## src/rtl/fetch_sequencer_pkg.sv

```systemverilog
// Shared types and constants for the fetch sequencer: FSM state encoding, bus width, opcodes.
package fetch_sequencer_pkg;

  localparam int unsigned DataW = 8;
  localparam int unsigned OpW   = 5;

  // Opcode lives in instr[7:3]; instr[2:0] selects the register.
  localparam logic [OpW-1:0] OpLi = 5'b00001;
  localparam logic [OpW-1:0] OpLd = 5'b00010;
  localparam logic [OpW-1:0] OpSt = 5'b00011;

  typedef enum logic [1:0] {
    StIdle   = 2'd0,
    StFReq   = 2'd1,
    StDecode = 2'd2,
    StMReq   = 2'd3
  } state_e;

  function automatic logic is_mem_opcode(input logic [DataW-1:0] instr);
    return (instr[7:3] == OpLd) || (instr[7:3] == OpSt);
  endfunction

endpackage

```

## src/rtl/fetch_sequencer_pc_reg.sv

```systemverilog
// Program counter: wraps modulo 2**AddrW, async active-low reset to ResetPc.
module fetch_sequencer_pc_reg #(
  parameter int unsigned      AddrW   = 8,
  parameter logic [AddrW-1:0] ResetPc = '0
) (
  input  logic             clk_i,
  input  logic             rst_ni,
  input  logic             inc_i,
  output logic [AddrW-1:0] pc_o,
  output logic [AddrW-1:0] pc_inc_o
);

  logic [AddrW-1:0] pc_q, pc_d;

  always_comb begin
    pc_inc_o = pc_q + 1'b1;
    pc_d     = inc_i ? pc_inc_o : pc_q;
  end

  always_ff @(posedge clk_i or negedge rst_ni) begin
    if (!rst_ni) begin
      pc_q <= ResetPc;
    end else begin
      pc_q <= pc_d;
    end
  end

  assign pc_o = pc_q;

endmodule

```

## src/rtl/fetch_sequencer.sv

```systemverilog
// Instruction-fetch / memory-access sequencer driving a single-port bus on behalf of the decoder.
module fetch_sequencer
  import fetch_sequencer_pkg::*;
#(
  parameter int unsigned       ADDR_W   = 8,
  parameter logic [ADDR_W-1:0] RESET_PC = '0
) (
  input  logic              clk,
  input  logic              reset,
  input  logic              run,
  output logic              bus_req,
  output logic              bus_we,
  output logic [ADDR_W-1:0] bus_addr,
  output logic [DataW-1:0]  bus_wdata,
  input  logic [DataW-1:0]  bus_rdata,
  input  logic              bus_ack,
  output logic [DataW-1:0]  instr,
  output logic              fetch_source,
  input  logic              increment_pc,
  input  logic              is_mem_op,
  input  logic              mem_rw,
  input  logic [ADDR_W-1:0] mem_addr,
  input  logic [DataW-1:0]  st_data,
  output logic [DataW-1:0]  ld_data,
  output logic              ld_valid,
  output logic [ADDR_W-1:0] pc
);

  state_e state_q, state_d;

  logic              bus_req_q, bus_req_d;
  logic              bus_we_q, bus_we_d;
  logic [ADDR_W-1:0] bus_addr_q, bus_addr_d;
  logic [DataW-1:0]  bus_wdata_q, bus_wdata_d;
  logic [DataW-1:0]  instr_q, instr_d;
  logic              fetch_source_q, fetch_source_d;
  logic [DataW-1:0]  ld_data_q, ld_data_d;
  logic              ld_valid_q, ld_valid_d;

  logic              pc_inc_en;
  logic [ADDR_W-1:0] pc_inc;

  fetch_sequencer_pc_reg #(
    .AddrW   (ADDR_W),
    .ResetPc (RESET_PC)
  ) u_pc_reg (
    .clk_i    (clk),
    .rst_ni   (reset),
    .inc_i    (pc_inc_en),
    .pc_o     (pc),
    .pc_inc_o (pc_inc)
  );

  always_ff @(posedge clk or negedge reset) begin
    if (!reset) begin
      state_q <= StIdle;
    end else begin
      state_q <= state_d;
    end
  end

  always_comb begin
    state_d = state_q;
    unique case (state_q)
      StIdle:   if (run) state_d = StFReq;
      StFReq:   if (bus_ack) state_d = StDecode;
      StDecode: begin
        if (is_mem_op)  state_d = StMReq;
        else if (run)   state_d = StFReq;
        else            state_d = StIdle;
      end
      StMReq:   if (bus_ack) state_d = run ? StFReq : StIdle;
      default:  state_d = StIdle;
    endcase
  end

  always_comb begin
    bus_req_d      = bus_req_q;
    bus_we_d       = bus_we_q;
    bus_addr_d     = bus_addr_q;
    bus_wdata_d    = bus_wdata_q;
    instr_d        = instr_q;
    fetch_source_d = 1'b0;
    ld_data_d      = ld_data_q;
    ld_valid_d     = 1'b0;
    pc_inc_en      = 1'b0;
    unique case (state_q)
      StIdle: begin
        if (run) begin
          bus_req_d  = 1'b1;
          bus_we_d   = 1'b0;
          bus_addr_d = pc;
        end
      end
      StFReq: begin
        if (bus_ack) begin
          instr_d        = bus_rdata;
          bus_req_d      = 1'b0;
          fetch_source_d = 1'b1;
        end
      end
      StDecode: begin
        pc_inc_en = increment_pc;
        if (is_mem_op) begin
          bus_req_d   = 1'b1;
          bus_we_d    = mem_rw;
          bus_addr_d  = mem_addr;
          bus_wdata_d = st_data;
        end else if (run) begin
          // Next fetch targets the post-increment PC, which only lands in pc next cycle.
          bus_req_d  = 1'b1;
          bus_we_d   = 1'b0;
          bus_addr_d = increment_pc ? pc_inc : pc;
        end
      end
      StMReq: begin
        if (bus_ack) begin
          bus_req_d = 1'b0;
          if (!bus_we_q) begin
            ld_data_d  = bus_rdata;
            ld_valid_d = 1'b1;
          end
          if (run) begin
            bus_req_d  = 1'b1;
            bus_we_d   = 1'b0;
            bus_addr_d = pc;
          end
        end
      end
      default: ;
    endcase
  end

  always_ff @(posedge clk or negedge reset) begin
    if (!reset) begin
      bus_req_q      <= 1'b0;
      bus_we_q       <= 1'b0;
      bus_addr_q     <= '0;
      bus_wdata_q    <= '0;
      instr_q        <= '0;
      fetch_source_q <= 1'b0;
      ld_data_q      <= '0;
      ld_valid_q     <= 1'b0;
    end else begin
      bus_req_q      <= bus_req_d;
      bus_we_q       <= bus_we_d;
      bus_addr_q     <= bus_addr_d;
      bus_wdata_q    <= bus_wdata_d;
      instr_q        <= instr_d;
      fetch_source_q <= fetch_source_d;
      ld_data_q      <= ld_data_d;
      ld_valid_q     <= ld_valid_d;
    end
  end

  assign bus_req      = bus_req_q;
  assign bus_we       = bus_we_q;
  assign bus_addr     = bus_addr_q;
  assign bus_wdata    = bus_wdata_q;
  assign instr        = instr_q;
  assign fetch_source = fetch_source_q;
  assign ld_data      = ld_data_q;
  assign ld_valid     = ld_valid_q;

endmodule

```

## config.mk

```make
export PLATFORM = sky130hd
export DESIGN_NAME = fetch_sequencer
export DESIGN_NICKNAME = d
export VERILOG_FILES = /design/src/rtl/fetch_sequencer_pkg.sv /design/src/rtl/fetch_sequencer_pc_reg.sv /design/src/rtl/fetch_sequencer.sv
export SDC_FILE = /design/constraint.sdc
export NUM_CORES = 1
export LEC_CHECK = 0
export ABC_AREA = 1
export BUFFER_PORTS_ARGS = -buffer_cell sky130_fd_sc_hd__buf_2
export CORE_ASPECT_RATIO = 0.75
export CORE_MARGIN = 5
export CORE_UTILIZATION = 45
export DETAILED_ROUTE_END_ITERATION = 7
export GPL_TIMING_DRIVEN = 0
export PLACE_DENSITY = 0.76
export SETUP_SLACK_MARGIN = 0.1
export SKIP_LAST_GASP = 1
export SLEW_MARGIN = 10
export SYNTH_ARGS = -nofsm -noshare
export SYNTH_HDL_FRONTEND = slang
export SYNTH_HIERARCHICAL = 1
export SYNTH_SLANG_ARGS = --single-unit
```

## constraint.sdc

```tcl
create_clock -name clk -period 1.35 [get_ports clk]
set_input_delay 0.0675 -clock clk [delete_from_list [all_inputs] [get_ports clk]]
set_output_delay 0.0675 -clock clk [all_outputs]
set_load 0.05 [all_outputs]
```

==> summary.txt <==
STA
  – Hold slack: -0.0742 ns
  – # setup viols final: 6
  – Final worst slack: -0.0883 ns
  – Clk_skew: 0.00810 ns
  – Fmax: 695 MHz
  – Final period utilization: 107%
  – Tmin final: ~1.4 ns
  – Slew at the pin with the worst max-slew slack: 1.01 ns
  – Count of pins over their slew limit: 0
  – Slew margin rel.: 32.8%
  – RSZ-0062 raised after global routing: yes
  – Final Hold Vio Count: 46

Floorplan
  – Die W: 89.8 um
  – Num rows: 21
  – Die Y: around 70 um
  – Core area: 4550 sq um
  – Initial core utilization: 47.3%
  – Ports: 75
  – Die ar.: 6280 sq um

Final layout
  – Share of layout cells above drive strength 1: between 40% and 50%
  – Area grow syn2layout: 56.0%
  – Total Nets Final: 420
  – Fill cell count: 338
  – Reg area: between 1000 and 1500 sq um
  – Finished Core Util: between 70% and 80%
  – Area occupied by multi-input gates: 1020 sq um
  – Antenna diodes: 0

Drt
  – Routed len/inst: 13.4 um
  – Drt first pass iters: 4
  – Detailed router's first-iteration violation count: 100
  – Via/cell ratio: 4.80
  – Drt total wl: 5970 um
  – Final ANT Viol Nets: 0
  – Via count: 2141
  – Residual DRC: 0

CTS
  – TritonCTS clock tree: yes
  – Clock sink count: 46
  – Clock buffer depth: 2
  – Root buffer cell: clkbuf_8
  – Clock transition at the registers of the reported paths: roughly 0.090 ns
  – Htree depth: 2
  – Clk_lat worst skew: approximately 0.30 ns
  – Number of buffers created by CTS: 5

Logic synthesis
  – Post-synthesis cell count: 265
  – Mean Syn Cell Area: 8.12 sq um
  – Seq/Total Area, Yosys: 53.5%
  – Synth Warn #: 6
  – Yosys cell types: 24
  – Flops & latches, synth: 46
  – Post-Syn Area: 2150 sq um
  – Syn_nets: 297

Global route
  – First-pass GRT wire length: about 9700 um
  – Initial antenna violation count: 0
  – GRT overflow: 0
  – Largest net degree at the start of global routing: 47
  – Number of global-route vias before repair: 2052
  – Total Routing Usage GR: 18.5%

Placement
  – Buffers added on ports: 73
  – Placer Congestion: 0.843
  – Pre-CTS setup slack: -0.112 ns
  – Dpl hpwl: 3790 um

Flow run
  – Max Cap Viol: 0

Worst setup path
  – Crit-path slowest cell: dfrtp_4
  – Critical path class: reg2reg
  – Crit path largest cell delay: 0.52 ns
  – Worst Path Arrival: 1.63 ns
  – Critical path, cell by cell: ha_4, nand3_4, o21bai_1, and2_1, o21ai_1, nand2_1, nand3_2, nand2_1
  – Worst EP required: 1.54 ns
  – Critical path peak fanout: 5
  – Crit path launch type: flop
  – Worst Setup End Kind: flop
  – Most frequent CP cell: nand2_1

Hold path
  – HP Class: in2async

Pwr
  – Pleak: 1.83 nW
  – Total power: 8.08 mW
  – Worst VDD drop: 1550 uV
  – Pwr dens: 2410 nW/um^2

Run status
  – Violated checks: hold timing, setup timing
  – Run status: complete, but fails checks
logic make-up (layout without fill, tap and decap cells):
kind of cell             after synthesis  after routing  share of synthesized area (%)
adder cells (fa/ha/maj)                1              1                          0.582
AO/OA/AOI/OAI                         41             41                           10.8
AND/OR/NAND/NOR                      135            135                           26.0
XOR/XNOR                               4              4                           1.63
flip-flops                            46             46                           53.5
buffers and inverters                 38            162                           7.50
area by class of cell:
class,count,area share (%)
Tap cell,57,2.13
Sequential cell,46,34.8
Inverter,32,3.99
Multi-Input combinational cell,181,30.3
Timing Repair Buffer,116,22.9
Clock inverter,3,2.05
Clock buffer,5,2.05
Buffer,6,1.79
placed cells by master (no fill, tap or decap), drive strengths merged:
master       instances
or2                  1
clkinvlp             1
clkinv               1
dlygate4sd3          9
xor2                 2
nand3               20
inv                 31
ha                   1
nand2              106
bufinv               2
o21ai               28
nor2                 5
dfrtp               46
xnor2                2
o21bai               2
buf                112
a211oi               1
clkbuf               6
and2                 3
a21oi               10
registers in the layout (all words and copies together), names as in the netlist:
name and flops:
u_pc_reg/pc_o 8, state_q 2, bus_req 1, ld_data 8, instr 8, bus_wdata 8
bus_we 1, ld_valid 1, bus_addr 8, fetch_source 1
power by group:
| part | switching (mW) | leakage [nW] | internal [mW] | total (mW) |
|---|---|---|---|---|
| Combinational | 3.15 | 1.18 | 1.42 | 4.56 |
| Sequential | 0.360 | 0.577 | 1.94 | 2.30 |
| Clock | 0.476 | 0.0683 | 0.741 | 1.22 |
| Total | 3.98 | 1.83 | 4.09 | 8.08 |
Yosys cell counts, drive strengths merged:
cell type,instances,area share [%]
nand2,106,19
dfrtp,46,54
inv,32,5.6
o21ai,28,6.7
nand3,20,5.4
a21oi,10,3.0
buf,6,1.9
nor2,5,0.87
and2,3,0.87
o21bai,2,0.70
xnor2,2,0.81
xor2,2,0.81
a211oi,1,0.35
ha,1,0.58
or2,1,0.29
metal layers:
metal	vias to the layer above	GRT usage, %	share of wire, %
li1	1072	-	-
met1	1011	24.3	46
met2	51	31.4	48
met3	7	3.86	4.4
met4	0	4.53	1.3
met5	-	0	0
critical path: cells and delay by family (launching register included):
| family | cells | cell delay [ns] |
|---|---|---|
| AO/OA/AOI/OAI | 2 | 0.20 |
| adder cells (fa/ha/maj) | 1 | 0.18 |
| AND/OR/NAND/NOR | 5 | 0.44 |
| flip-flops | 1 | 0.52 |
timing repair:
item,in CTS,in global routing
pin swaps,14,12
cloned,0,1
resized for setup,17,43
endpoints found under the setup margin,31,39
hold buffers,9,0
hold endpoints to repair,55,0
buffers inserted,17,16
through the flow:
step           TNS (ns)  std cells  area [sq um]
2_1_floorplan    -0.364        265          2210
3_3_place_gp     -0.667        395          2650
3_5_place_dp     -0.828        395          2650
4_1_cts          -0.356        429          3090
5_1_grt           -1.16        446          3360
6_report         -0.435        446          3360
path summary, 6_finish.rpt:
check	endpoint	startpoint	slack, ns	cells after the start
worst max-delay path	bus_addr[6]	u_pc_reg/pc_o[0]	-0.09	8
worst min-delay path	u_pc_reg/pc_o[1]	reset	-0.07	1
worst max register to register	bus_addr[6]	u_pc_reg/pc_o[0]	-0.09	8
worst min register to register	bus_addr[0]	bus_addr[0]	0.48	2
max in group asynchronous	u_pc_reg/pc_o[2]	reset	0.70	1
min in group clk	ld_data[1]	bus_rdata[1]	0.01	3
(Power assumes the default switching activity.)
